[src/rtl/systolic_data_setup_unit.sv]
`default_nettype none
// ============================================================================
//  Module      : systolic_data_setup_unit
//  Description : Input skew stage for the systolic matrix multiply unit.
//                Lane i of each incoming row is delayed by i enabled clock
//                edges, which turns row-ordered data from the unified buffer
//                into the diagonal wavefront consumed by the array's left
//                edge. Storage is triangular: N*(N-1)/2 byte registers.
//  Revision    : 1.0 - initial release
// ============================================================================
module systolic_data_setup_unit #(
    parameter int MATRIX_WIDTH = 14
) (
    input  logic                         clk,
    input  logic                         rst,
    input  logic                         enable,
    // Lane j occupies bits [8j+7:8j]; each lane is one tpu byte_type value.
    input  logic [MATRIX_WIDTH-1:0][7:0] data_in,
    output logic [MATRIX_WIDTH-1:0][7:0] systolic_data_out
);

    // Lane 0 has zero delay: a straight wire, unaffected by reset or enable.
    assign systolic_data_out[0] = data_in[0];

    // Lanes 1..N-1: lane i is a chain of i byte registers. w_tap[0] is the
    // lane input, w_tap[k+1] is the output of stage k, and the last tap
    // drives the lane output.
    for (genvar i = 1; i < MATRIX_WIDTH; i++) begin : g_lane
        logic [i:0][7:0] w_tap;

        assign w_tap[0] = data_in[i];

        for (genvar k = 0; k < i; k++) begin : g_stage
            logic [7:0] r_q;

            // One delay stage: advances only on enabled edges so a stall
            // freezes the whole wavefront; reset discards in-flight bytes.
            always_ff @(posedge clk or posedge rst) begin
                if (rst) begin
                    r_q <= 8'h00;
                end else if (enable) begin
                    r_q <= w_tap[k];
                end
            end

            assign w_tap[k+1] = r_q;
        end : g_stage

        assign systolic_data_out[i] = w_tap[i];
    end : g_lane

endmodule : systolic_data_setup_unit
`default_nettype wire

[config.mk]
export PLATFORM = sky130hd
export DESIGN_NAME = systolic_data_setup_unit
export DESIGN_NICKNAME = d
export VERILOG_FILES = /design/src/rtl/systolic_data_setup_unit.sv
export SDC_FILE = /design/constraint.sdc
export NUM_CORES = 1
export LEC_CHECK = 0
export BUFFER_PORTS_ARGS = -buffer_cell sky130_fd_sc_hd__buf_2
export CAP_MARGIN = 15
export CORE_ASPECT_RATIO = 0.75
export CORE_UTILIZATION = 55
export CTS_BUF_LIST = sky130_fd_sc_hd__clkbuf_8
export CTS_CLUSTER_SIZE = 14
export DETAILED_ROUTE_END_ITERATION = 8
export PLACE_DENSITY_LB_ADDON = 0.12
export REMOVE_ABC_BUFFERS = 1
export SLEW_MARGIN = 15
export SYNTH_ARGS = -nofsm -noshare
export SYNTH_HDL_FRONTEND = slang
export SYNTH_SLANG_ARGS = --single-unit
[constraint.sdc]
create_clock -name clk -period 44.1 [get_ports clk]
set_input_delay 6.615 -clock clk [delete_from_list [all_inputs] [get_ports clk]]
set_output_delay 6.615 -clock clk [all_outputs]
set_load 0.02 [all_outputs]
==> impl_summary.log, run 1 <==
[metrics] number of buffers inserted by hold repair at cts: 0
[metrics] count of flip-flops with a built-in enable after synthesis: 0
[metrics] number of cells on the critical path: 0
[metrics] 1st-iter DRT viols: ~540
[metrics] die outline area: 50,900 um^2
[metrics] top_reg_cell synth: sky130_fd_sc_hd__dfrtp_1
[metrics] number of synthesized register bits: between 700 and 800
[metrics] count of warnings emitted by yosys: 0
[metrics] number of library cell types mapped by synthesis: 7
[metrics] Die W: between 200 and 300 um
[metrics] H-tree lvl count: 3
[metrics] status: finished, final reports clean
[metrics] worst voltage drop across the vdd grid: ~32 uV
[metrics] drt pass-1 iters: 4
[metrics] number of gates resized after CTS: 0
[metrics] top layer in use: met5
[metrics] biggest area consumer among synthesized cells: sky130_fd_sc_hd__dfrtp_1
[metrics] final-report max-slew violation count: 0
[metrics] port bufs: 210
[metrics] Hold Violations, Final: 0
[metrics] critical path launch point: data_in[5]
[metrics] Worst Setup End Kind: output pin
[metrics] R2R setup slack: between 40 and 50 ns
[metrics] arrival time reported for the critical path endpoint: roughly 6.6 ns
[metrics] Critical Setup Path Class: input pin to output pin
[metrics] reg-to-reg endpoint: g_lane[6].g_stage[4].r_q[4]$_DFFE_PP0P_
[metrics] fraction of registers with async set or reset after synthesis: 100%
[metrics] ratio of cells with drive above 1 in the final layout: 59.0%
[metrics] achievable clock frequency: around 76 MHz
[metrics] buffer depth of the longest clock path: 3
[metrics] Worst Setup Slack post-DPL: around 31 ns
[metrics] pwr dens: roughly 58 nW/um^2
[metrics] routed length on met1: about 17,000 um
[metrics] most used standard cells in the synthesized netlist: sky130_fd_sc_hd__dfrtp_1, sky130_fd_sc_hd__mux2_2, sky130_fd_sc_hd__buf_6
[metrics] antenna-violating nets left: 0
[metrics] fraction of synthesized cell area taken by the top area cell type: between 60% and 70%
[metrics] global-route wire length before repair: around 65,000 um
[metrics] area overhead of the layout relative to synthesis: 11.4%
[metrics] Period Utilization, post-route: 30.0%
[metrics] pin count of the biggest net entering global routing: about 190
[metrics] number of failing setup endpoints in the final timing report: 0
[metrics] nets@finish: 1,905
[metrics] clock tree from TritonCTS: yes
[metrics] Filler Cell Count: 3,707
[metrics] Final Hold Slack: about 0.48 ns
[metrics] crit path max fanout: 1
[metrics] GRT Residual Overflow: 0
[metrics] cts bufs inserted: between 100 and 150
[metrics] leading post-synthesis cells by cell area: sky130_fd_sc_hd__dfrtp_1, sky130_fd_sc_hd__mux2_2, sky130_fd_sc_hd__buf_6, sky130_fd_sc_hd__clkbuf_8, sky130_fd_sc_hd__buf_4
[metrics] Avg WL per Cell: approximately 15 um
[metrics] placer congestion estimate: roughly 0.70
[metrics] placeable core area: 49,000 um^2
[metrics] static leakage: 13.8 nW
[metrics] number of remaining DRC errors: 0
[metrics] max_slew headroom: ~30%
[metrics] placed wire-length estimate after detailed placement: around 22,000 um
[metrics] vias per std cell: around 5.1
[metrics] num rows: 70
[metrics] vias in the first global route: 13,400
[metrics] slew at the pin with the worst max-slew slack: approximately 1.1 ns
[metrics] largest registers: g_lane.g_stage.r_q (728)
[metrics] Die Span Y: 196 um
[metrics] count leader, synth: sky130_fd_sc_hd__dfrtp_1
[metrics] crit start category: input pin
[metrics] synthesized area divided by synthesized cell count: ~18 um^2
[metrics] fraction of the yosys area taken by sequential cells: between 60 and 70%
[metrics] setup repair after global routing missed its margin: no
[metrics] starting density of the core: between 50 and 60%
[metrics] min-delay worst type: flip-flop to flip-flop
[metrics] DR vias: around 13,000
[metrics] Critical Path Sink: systolic_data_out[5]
[metrics] logic depth of the worst register-to-register path: 1
[metrics] Clock Sinks: between 700 and 800
[metrics] master cell of the clock root buffer: sky130_fd_sc_hd__clkbuf_8
[metrics] metal3 WL: 2120 um
[metrics] final worst-path setup slack: 30.87 ns
[metrics] number of antenna violations at the first check in global routing: 5
[metrics] all-layer global routing usage: 15.4%
[metrics] # Max-Cap Violations: 0
[metrics] Crit Reg-Reg Startpoint: g_lane[6].g_stage[4].r_q[4]$_DFFE_PP0P_
[metrics] clock latency reported for the late side of the worst-skew pair: about 0.66 ns
[metrics] total standard cell area after synthesis: between 20,000 and 30,000 um^2
[metrics] sum of negative setup slack: 0 ns
[metrics] detailed-routed wire length on met2: 17,500 um
[metrics] register with the most flip-flops: g_lane.g_stage.r_q
[metrics] I/O pin total: around 230
[metrics] time the final worst path needs with I/O delays and setup: between 10 and 15 ns
[metrics] number of buffers inserted by post-CTS setup repair: 0
[metrics] clock skew: 0.0163 ns
[metrics] flip-flop count of the largest register after layout: 728
[metrics] final wirelength: 37,400 um
[metrics] Worst EP required: 37.49 ns
[metrics] gate count of the mapped netlist: about 1,500
[metrics] Clock Pin Slew Worst Setup and Hold Paths: 0.06 ns
==> kinds of logic after synthesis <==
family	synth area share [%]
mux	29.8
buf+inv	3.87
flops	66.3
==> report_power, final <==
part	internal [mW]	switching [mW]	leakage [nW]
clock	0.292	0.240	1.28
combinational	0.173	0.129	3.86
sequential	0.857	0.0854	8.61
total	1.32	0.454	13.8
==> layout by cell type (no fill, tap or decap) <==
master                     count
sky130_fd_sc_hd__dfrtp_1     728
sky130_fd_sc_hd__mux2_2      727
sky130_fd_sc_hd__buf_2       209
sky130_fd_sc_hd__clkbuf_8    146
sky130_fd_sc_hd__inv_1        39
sky130_fd_sc_hd__buf_4        10
sky130_fd_sc_hd__clkinv_2      7
sky130_fd_sc_hd__buf_12        2
sky130_fd_sc_hd__diode_2       1
sky130_fd_sc_hd__mux2_1        1
sky130_fd_sc_hd__inv_8         1
sky130_fd_sc_hd__buf_8         1
sky130_fd_sc_hd__buf_6         1
==> worst min path at each step <==
stage | from | end | slack, ns | cells after the start
final | g_lane[10].g_stage[3].r_q[3]$_DFFE_PP0P_ | g_lane[10].g_stage[3].r_q[3]$_DFFE_PP0P_ | 0.48 | 1
after global routing | g_lane[2].g_stage[1].r_q[7]$_DFFE_PP0P_ | g_lane[2].g_stage[1].r_q[7]$_DFFE_PP0P_ | 0.51 | 1
after CTS | g_lane[10].g_stage[3].r_q[3]$_DFFE_PP0P_ | g_lane[10].g_stage[3].r_q[3]$_DFFE_PP0P_ | 0.49 | 1
after detailed placement | g_lane[10].g_stage[3].r_q[3]$_DFFE_PP0P_ | g_lane[10].g_stage[3].r_q[3]$_DFFE_PP0P_ | 0.47 | 1
after global placement | g_lane[10].g_stage[3].r_q[3]$_DFFE_PP0P_ | g_lane[10].g_stage[3].r_q[3]$_DFFE_PP0P_ | 0.47 | 1
after floorplan | g_lane[10].g_stage[3].r_q[3]$_DFFE_PP0P_ | g_lane[10].g_stage[3].r_q[3]$_DFFE_PP0P_ | 0.45 | 1
==> routing by layer <==
metal  vias to the layer above  global-route usage (%)
li1                       5972                       -
met1                      6652                    20.9
met2                       199                    23.1
met3                        72                    5.27
met4                         8                    5.76
met5                         -                       0
==> through the flow <==
stage          utilization [%]  total power, mW  cell area [um^2]  instances
6_report                  62.4             1.78             30600       2521
5_1_grt                   62.4             1.88             30600       2520
4_1_cts                   62.4             1.81             30600       2520
3_5_place_dp              57.9             1.27             28400       2328
3_3_place_gp              57.9             1.24             28400       2328
2_1_floorplan                -             1.16             26400       1457
==> layout make-up <==
| type | count | area [um^2] | area share [%] |
|---|---|---|---|
| antenna | 1 | 2.50 | 0.00817 |
| multi-input combinational | 728 | 8200 | 26.8 |
| timing repair buffer | 223 | 1190 | 3.88 |
| tap | 648 | 811 | 2.65 |
| inverter | 1 | 11.3 | 0.0368 |
| clock buffer | 146 | 2010 | 6.56 |
| sequential | 728 | 18200 | 59.5 |
| clock inverter | 46 | 181 | 0.593 |
No activity file was read; power rests on OpenSTA's default activity.
==> inputs of run 2 (changes only) <==
==> constraint.sdc (replaced) <==
create_clock -name clk -period 13.5 [get_ports clk]
set_input_delay 2.025 -clock clk [delete_from_list [all_inputs] [get_ports clk]]
set_output_delay 2.025 -clock clk [all_outputs]
set_load 0.02 [all_outputs]
==> impl_summary.log, run 2 (synthesized netlist as in run 1, its figures left out) <==
[metrics] arrival time reported for the critical path endpoint: 4.91 ns (-1.71 ns)
[metrics] DR vias: 12,900 (-0.35%)
[metrics] placer congestion estimate: 0.689 (-1.5%)
[metrics] Worst Setup End Kind: flip-flop
[metrics] total power of the final layout: 5.79 mW (+230%)
[metrics] 1st-iter DRT viols: 591 (+10%)
[metrics] nets@finish: 1,900 (-0.26%)
[metrics] logic depth of the worst register-to-register path: 1 (unchanged)
[metrics] Crit Reg-Reg Startpoint: g_lane[7].g_stage[5].r_q[6]$_DFFE_PP0P_
[metrics] global-route wire length before repair: 66,400 um (+2.4%)
[metrics] buffer depth of the longest clock path: 3 (unchanged)
[metrics] most common cell after layout, fill and taps aside: sky130_fd_sc_hd__dfrtp_1
[metrics] finished layout cell area: 30,600 um^2 (-0.19%)
[metrics] placeable core area: 49,000 um^2 (unchanged)
[metrics] Hold Violations, Final: 0 (unchanged)
[metrics] I/O pin total: 227 (unchanged)
[metrics] Sw Pwr: 1.50 mW (+230%)
[metrics] Die W: 260 um (unchanged)
[metrics] R2R setup slack: 12.70 ns (-30.61 ns)
[metrics] pin count of the biggest net entering global routing: 196 (+1.0%)
[metrics] status: finished, final reports clean
[metrics] static leakage: 13.7 nW (-0.48%)
[metrics] combined flip-flop and latch cell area: 18,200 um^2 (unchanged)
[metrics] final-report max-slew violation count: 0 (unchanged)
[metrics] Internal Power: 4.29 mW (+220%)
[metrics] antenna-violating nets left: 0 (unchanged)
[metrics] number of failing setup endpoints in the final timing report: 0 (unchanged)
[metrics] num rows: 70 (unchanged)
[metrics] area overhead of the layout relative to synthesis: 11.2%
[metrics] flip-flop count of the largest register after layout: 728 (unchanged)
[metrics] Critical Setup Path Class: input pin to flip-flop
[metrics] commonest cells after routing, fill and taps aside: sky130_fd_sc_hd__dfrtp_1, sky130_fd_sc_hd__mux2_2, sky130_fd_sc_hd__buf_2
[metrics] start point of the worst min-delay path: g_lane[10].g_stage[2].r_q[3]$_DFFE_PP0P_
[metrics] number of antenna repair diodes: 0 (-1)
[metrics] setup repair after global routing missed its margin: no
[metrics] crit path max fanout: 99 (+98)
[metrics] Clock Sinks: 728 (unchanged)
[metrics] vias in the first global route: 13,400 (+0.28%)
[metrics] hold path endpoint: g_lane[10].g_stage[3].r_q[3]$_DFFE_PP0P_
[metrics] achievable clock frequency: approximately 230 MHz
[metrics] Die Span Y: 196 um (unchanged)
[metrics] post-placement cell area: 28,400 um^2 (about the same)
[metrics] Clock power frac: 29.6% (-0.3 points)
[metrics] final wirelength: 38,300 um (+2.3%)
[metrics] pwr dens: 189 nW/um^2 (+230%)
[metrics] # Max-Cap Violations: 0 (unchanged)
[metrics] all-layer global routing usage: 15.9% (+0.45 points)
[metrics] final worst-path setup slack: 9.14 ns (-21.73 ns)
[metrics] number of antenna violations at the first check in global routing: 3 (-2)
[metrics] Period Utilization, post-route: between 30% and 40%
[metrics] slew at the pin with the worst max-slew slack: 1.13 ns (+0.0720 ns)
[metrics] number of gates resized after CTS: 0 (unchanged)
[metrics] GRT Residual Overflow: 0 (unchanged)
[metrics] H-tree lvl count: 3 (unchanged)
[metrics] register with the most flip-flops: g_lane.g_stage.r_q
[metrics] number of buffers inserted by hold repair at cts: 0 (unchanged)
[metrics] drt pass-1 iters: 4 (unchanged)
[metrics] port bufs: 210 (unchanged)
[metrics] placed wire-length estimate after detailed placement: 22,100 um (+2.1%)
[metrics] portion of total power attributed to sequential cells: 53.3% (+0.3 points)
[metrics] die outline area: 50,900 um^2 (unchanged)
[metrics] Worst EP required: 14.05 ns (-23.44 ns)
[metrics] min-delay worst type: flip-flop to flip-flop
[metrics] master cell of the clock root buffer: sky130_fd_sc_hd__clkbuf_8
[metrics] Avg WL per Cell: 15.2 um (+2.8%)
[metrics] crit start category: input pin
[metrics] Filler Cell Count: 3,767 (+1.6%)
[metrics] clock tree from TritonCTS: yes
[metrics] worst voltage drop across the vdd grid: 115 uV (+260%)
[metrics] reg-to-reg endpoint: g_lane[7].g_stage[6].r_q[6]$_DFFE_PP0P_
[metrics] Multi-input gate area: 8200 um^2 (unchanged)
[metrics] clock skew: 0.0126 ns (-0.00373 ns)
[metrics] clock latency reported for the late side of the worst-skew pair: 0.67 ns (about the same)
[metrics] Clock Pin Slew Worst Setup and Hold Paths: 0.06 ns (about the same)
[metrics] max_slew headroom: 24.5% (-4.8 points)
[metrics] vias per std cell: 5.12 (about the same)
[metrics] starting density of the core: 56.0% (unchanged)
[metrics] largest registers: g_lane.g_stage.r_q (728)
[metrics] number of cells traversed by the worst hold path: 1 (unchanged)
[metrics] combinational cell fraction of total power: 17.1% (about the same)
[metrics] ratio of cells with drive above 1 in the final layout: 59.1% (+0.10 points)
[metrics] number of buffers inserted by post-CTS setup repair: 0 (unchanged)
[metrics] number of remaining DRC errors: 0 (unchanged)
[metrics] Worst Setup Slack post-DPL: 8.48 ns (-22.39 ns)
[metrics] time the final worst path needs with I/O delays and setup: approximately 4.4 ns
[metrics] cts bufs inserted: 107 (-0.93%)
[metrics] net switching fraction of the power: 25.8% (+0.26 points)
## run 2: through the flow
| stage | hold WS (ns) | cells | util (%) | TNS (ns) |
|---|---|---|---|---|
| after floorplan | 0.452 | 1457 | - | -6514.91 |
| after global placement | 0.465 | 2324 | 58.0 | 0 |
| after detailed placement | 0.487 | 2324 | 58.0 | 0 |
| after CTS | 0.489 | 2510 | 62.3 | 0 |
| after global routing | 0.509 | 2510 | 62.3 | 0 |
| final | 0.488 | 2510 | 62.3 | 0 |
## run 2: final cells by class
type                       instances  share of cell area (%)
multi-input combinational        728                    26.8
clock buffer                     141                    6.35
tap                              648                    2.65
timing repair buffer             219                    3.90
sequential                       728                    59.6
inverter                           1                  0.0368
clock inverter                    45                   0.626
## run 2: worst max-delay path by stage
stage / startpoint / end / slack [ns] / cells past startpoint
floorplan: rst / g_lane[10].g_stage[0].r_q[0]$_DFFE_PP0P_ / -8.95 / 1
global placement: enable / g_lane[6].g_stage[0].r_q[6]$_DFFE_PP0P_ / 8.51 / 4
detailed placement: enable / g_lane[7].g_stage[6].r_q[0]$_DFFE_PP0P_ / 8.48 / 4
CTS: enable / g_lane[3].g_stage[2].r_q[6]$_DFFE_PP0P_ / 9.23 / 4
global route: enable / g_lane[7].g_stage[6].r_q[0]$_DFFE_PP0P_ / 9.00 / 4
finish: enable / g_lane[3].g_stage[2].r_q[6]$_DFFE_PP0P_ / 9.14 / 4
## run 2: routing by layer
layer  up-vias  global-route usage, %  wire length, um
li1       5926                      -                -
met3        84                   5.14             2010
met2       202                   23.5            17700
met1      6640                   22.1            17600
met4         6                   5.61              917
met5         -                      0               32
## run 2: worst max-delay path: stages
cell and delay (ns):
sky130_fd_sc_hd__buf_8 0.51, sky130_fd_sc_hd__buf_4 0.86, sky130_fd_sc_hd__buf_4 0.92, sky130_fd_sc_hd__mux2_2 0.43
## run 2: power groups by stage
stage | sequential [mW] | combinational, mW | clock [mW]
floorplan | 3.19 | 0.605 | 0
global placement | 3.10 | 0.972 | 0
detailed placement | 3.14 | 1.01 | 0
CTS | 3.10 | 1.01 | 1.78
global route | 3.18 | 1.08 | 1.89
finish | 3.09 | 0.989 | 1.71
==> inputs of run 3 (changes only) <==
==> constraint.sdc (replaced) <==
create_clock -name clk -period 4 [get_ports clk]
set_input_delay 0.6 -clock clk [delete_from_list [all_inputs] [get_ports clk]]
set_output_delay 0.6 -clock clk [all_outputs]
set_load 0.02 [all_outputs]
==> impl_summary.log, run 3 (synthesized netlist as in run 1, its figures left out) <==
[metrics] status: finished, final reports clean
[metrics] # Max-Cap Violations: 0 (unchanged)
[metrics] largest registers: g_lane.g_stage.r_q (728)
[metrics] final worst-path setup slack: 2.15 ns (-6.98 ns)
[metrics] master cell of the clock root buffer: sky130_fd_sc_hd__clkbuf_8
[metrics] placer congestion estimate: 0.704 (+2.2%)
[metrics] Worst EP required: 3.40 ns (-10.65 ns)
[metrics] H-tree lvl count: 3 (unchanged)
[metrics] Critical Setup Path Class: flip-flop to output pin
[metrics] number of buffers inserted by post-CTS setup repair: 0 (unchanged)
[metrics] final wirelength: 38,700 um (+1.2%)
[metrics] clock skew: 0.0225 ns (+0.00997 ns)
[metrics] Worst Setup Slack post-DPL: 1.80 ns (-6.68 ns)
[metrics] vias in the first global route: 13,700 (+1.7%)
[metrics] clock tree from TritonCTS: yes
[metrics] nets@finish: 1,925 (+1.3%)
[metrics] number of gates resized after CTS: 0 (unchanged)
[metrics] buffer depth of the longest clock path: 3 (unchanged)
[metrics] most common cell after layout, fill and taps aside: sky130_fd_sc_hd__dfrtp_1
[metrics] Period Utilization, post-route: 46.1%
[metrics] min-delay worst type: input pin to asynchronous set/reset pin
[metrics] delay of the slowest cell on the worst path: 0.38 ns (-0.54 ns)
[metrics] starting density of the core: 56.0% (unchanged)
[metrics] finished layout cell area: 30,900 um^2 (+1.2%)
[metrics] crit start category: flip-flop
[metrics] global-route wire length before repair: 67,900 um (+2.3%)
[metrics] Avg WL per Cell: 15.2 um (about the same)
[metrics] commonest cells after routing, fill and taps aside: sky130_fd_sc_hd__dfrtp_1, sky130_fd_sc_hd__mux2_2, sky130_fd_sc_hd__buf_2
[metrics] sum of negative setup slack: 0 ns (unchanged)
[metrics] placeable core area: 49,000 um^2 (unchanged)
[metrics] slew at the pin with the worst max-slew slack: 0.805 ns (-0.327 ns)
[metrics] placed wire-length estimate after detailed placement: 23,800 um (+7.4%)
[metrics] Die W: 260 um (unchanged)
[metrics] pwr dens: 635 nW/um^2 (+240%)
[metrics] GRT Residual Overflow: 0 (unchanged)
[metrics] fraction of the core area covered by cells at the end of the flow: 63.0% (+0.73 points)
[metrics] total power of the final layout: 19.6 mW (+240%)
[metrics] Clock Pin Slew Worst Setup and Hold Paths: 0.06 ns (about the same)
[metrics] number of placed instances, taps included: 2,349 (+1.1%)
[metrics] achievable clock frequency: 542 MHz
[metrics] port bufs: 210 (unchanged)
[metrics] Hold Violations, Final: 0 (unchanged)
[metrics] 1st-iter DRT viols: 624 (+5.6%)
[metrics] post-placement cell area: 28,800 um^2 (+1.1%)
[metrics] flip-flop count of the largest register after layout: 728 (unchanged)
[metrics] number of antenna violations at the first check in global routing: 6 (+3)
[metrics] static leakage: 13.9 nW (+1.6%)
[metrics] Crit path buffers/inverters: 1 (-2)
[metrics] crit path max-delay cell type: sky130_fd_sc_hd__dfrtp_1
[metrics] Clock Sinks: 728 (unchanged)
[metrics] count of non-filler cells in the finished layout: 2,541 (+1.2%)
[metrics] area overhead of the layout relative to synthesis: 12.5%
[metrics] DR vias: 13,000 (+1.1%)
[metrics] register with the most flip-flops: g_lane.g_stage.r_q
[metrics] clock latency reported for the late side of the worst-skew pair: 0.68 ns (about the same)
[metrics] critical path, cell by cell: buf_2
[metrics] drt pass-1 iters: 4 (unchanged)
[metrics] ratio of cells with drive above 1 in the final layout: 59.2% (+0.17 points)
[metrics] number of failing setup endpoints in the final timing report: 0 (unchanged)
[metrics] cts bufs inserted: 107 (unchanged)
[metrics] setup repair after global routing missed its margin: no
[metrics] number of remaining DRC errors: 0 (unchanged)
[metrics] Die Span Y: 196 um (unchanged)
[metrics] num rows: 70 (unchanged)
[metrics] time the final worst path needs with I/O delays and setup: roughly 1.8 ns
[metrics] arrival time reported for the critical path endpoint: 1.25 ns (-3.66 ns)
[metrics] worst voltage drop across the vdd grid: 311 uV (+170%)
[metrics] Final Hold Slack: 0.0925 ns (-0.396 ns)
[metrics] die outline area: 50,900 um^2 (unchanged)
[metrics] all-layer global routing usage: 16.3% (+0.39 points)
[metrics] final-report max-slew violation count: 0 (unchanged)
[metrics] Worst Setup End Kind: output pin
[metrics] antenna-violating nets left: 0 (unchanged)
[metrics] vias per std cell: 5.12 (-0.13%)
[metrics] cell family contributing the most delay on the critical path: flip-flops
[metrics] I/O pin total: 227 (unchanged)
[metrics] pin count of the biggest net entering global routing: 106 (-46%)
[metrics] max_slew headroom: 46.3% (+22 points)
[metrics] number of buffers inserted by hold repair at cts: 0 (unchanged)
[metrics] crit path max fanout: 2 (-98%)
==> run 3: cell types whose count changed in the layout (fill, tap and decap cells not counted), sizes merged <==
cell and change:
inv +11, clkinv -4, buf +25, clkbuf -2
clkinvlp -1, bufinv +1, diode +1
==> run 3: layout make-up <==
type                            count  area, um^2
Sequential cell                   728       18200
Multi-Input combinational cell    728        8200
Inverter                            1        11.3
Timing Repair Buffer              244        1520
Fill cell                        3699       18100
Tap cell                          648         811
Clock inverter                     52         248
Antenna cell                        1        2.50
Clock buffer                      139        1910
==> run 3: routing by layer <==
| layer | vias up | track usage (%) | routed length [um] |
|---|---|---|---|
| li1 | 6018 | - | - |
| met1 | 6708 | 23.1 | 18200 |
| met2 | 191 | 23.7 | 17700 |
| met3 | 73 | 5.36 | 2020 |
| met4 | 10 | 5.24 | 686 |
| met5 | - | 0 | 61 |
==> run 3: path summary, 6_finish.rpt <==
path	start	to	slack, ns	depth (start not counted)
hold / removal	rst	g_lane[2].g_stage[0].r_q[6]$_DFFE_PP0P_	0.09	2
setup reg to reg	g_lane[13].g_stage[0].r_q[1]$_DFFE_PP0P_	g_lane[13].g_stage[1].r_q[1]$_DFFE_PP0P_	3.21	1
setup / recovery	g_lane[13].g_stage[12].r_q[7]$_DFFE_PP0P_	systolic_data_out[111]	2.15	1
max in group asynchronous	rst	g_lane[7].g_stage[2].r_q[5]$_DFFE_PP0P_	2.96	3
min in group clk	data_in[80]	g_lane[10].g_stage[0].r_q[0]$_DFFE_PP0P_	0.15	2
hold reg to reg	g_lane[10].g_stage[2].r_q[3]$_DFFE_PP0P_	g_lane[10].g_stage[3].r_q[3]$_DFFE_PP0P_	0.48	1
==> run 3: power breakdown <==
| part | internal, mW | switching, mW |
|---|---|---|
| Clock | 3.16 | 2.67 |
| Combinational | 1.94 | 1.45 |
| Sequential | 9.45 | 0.964 |
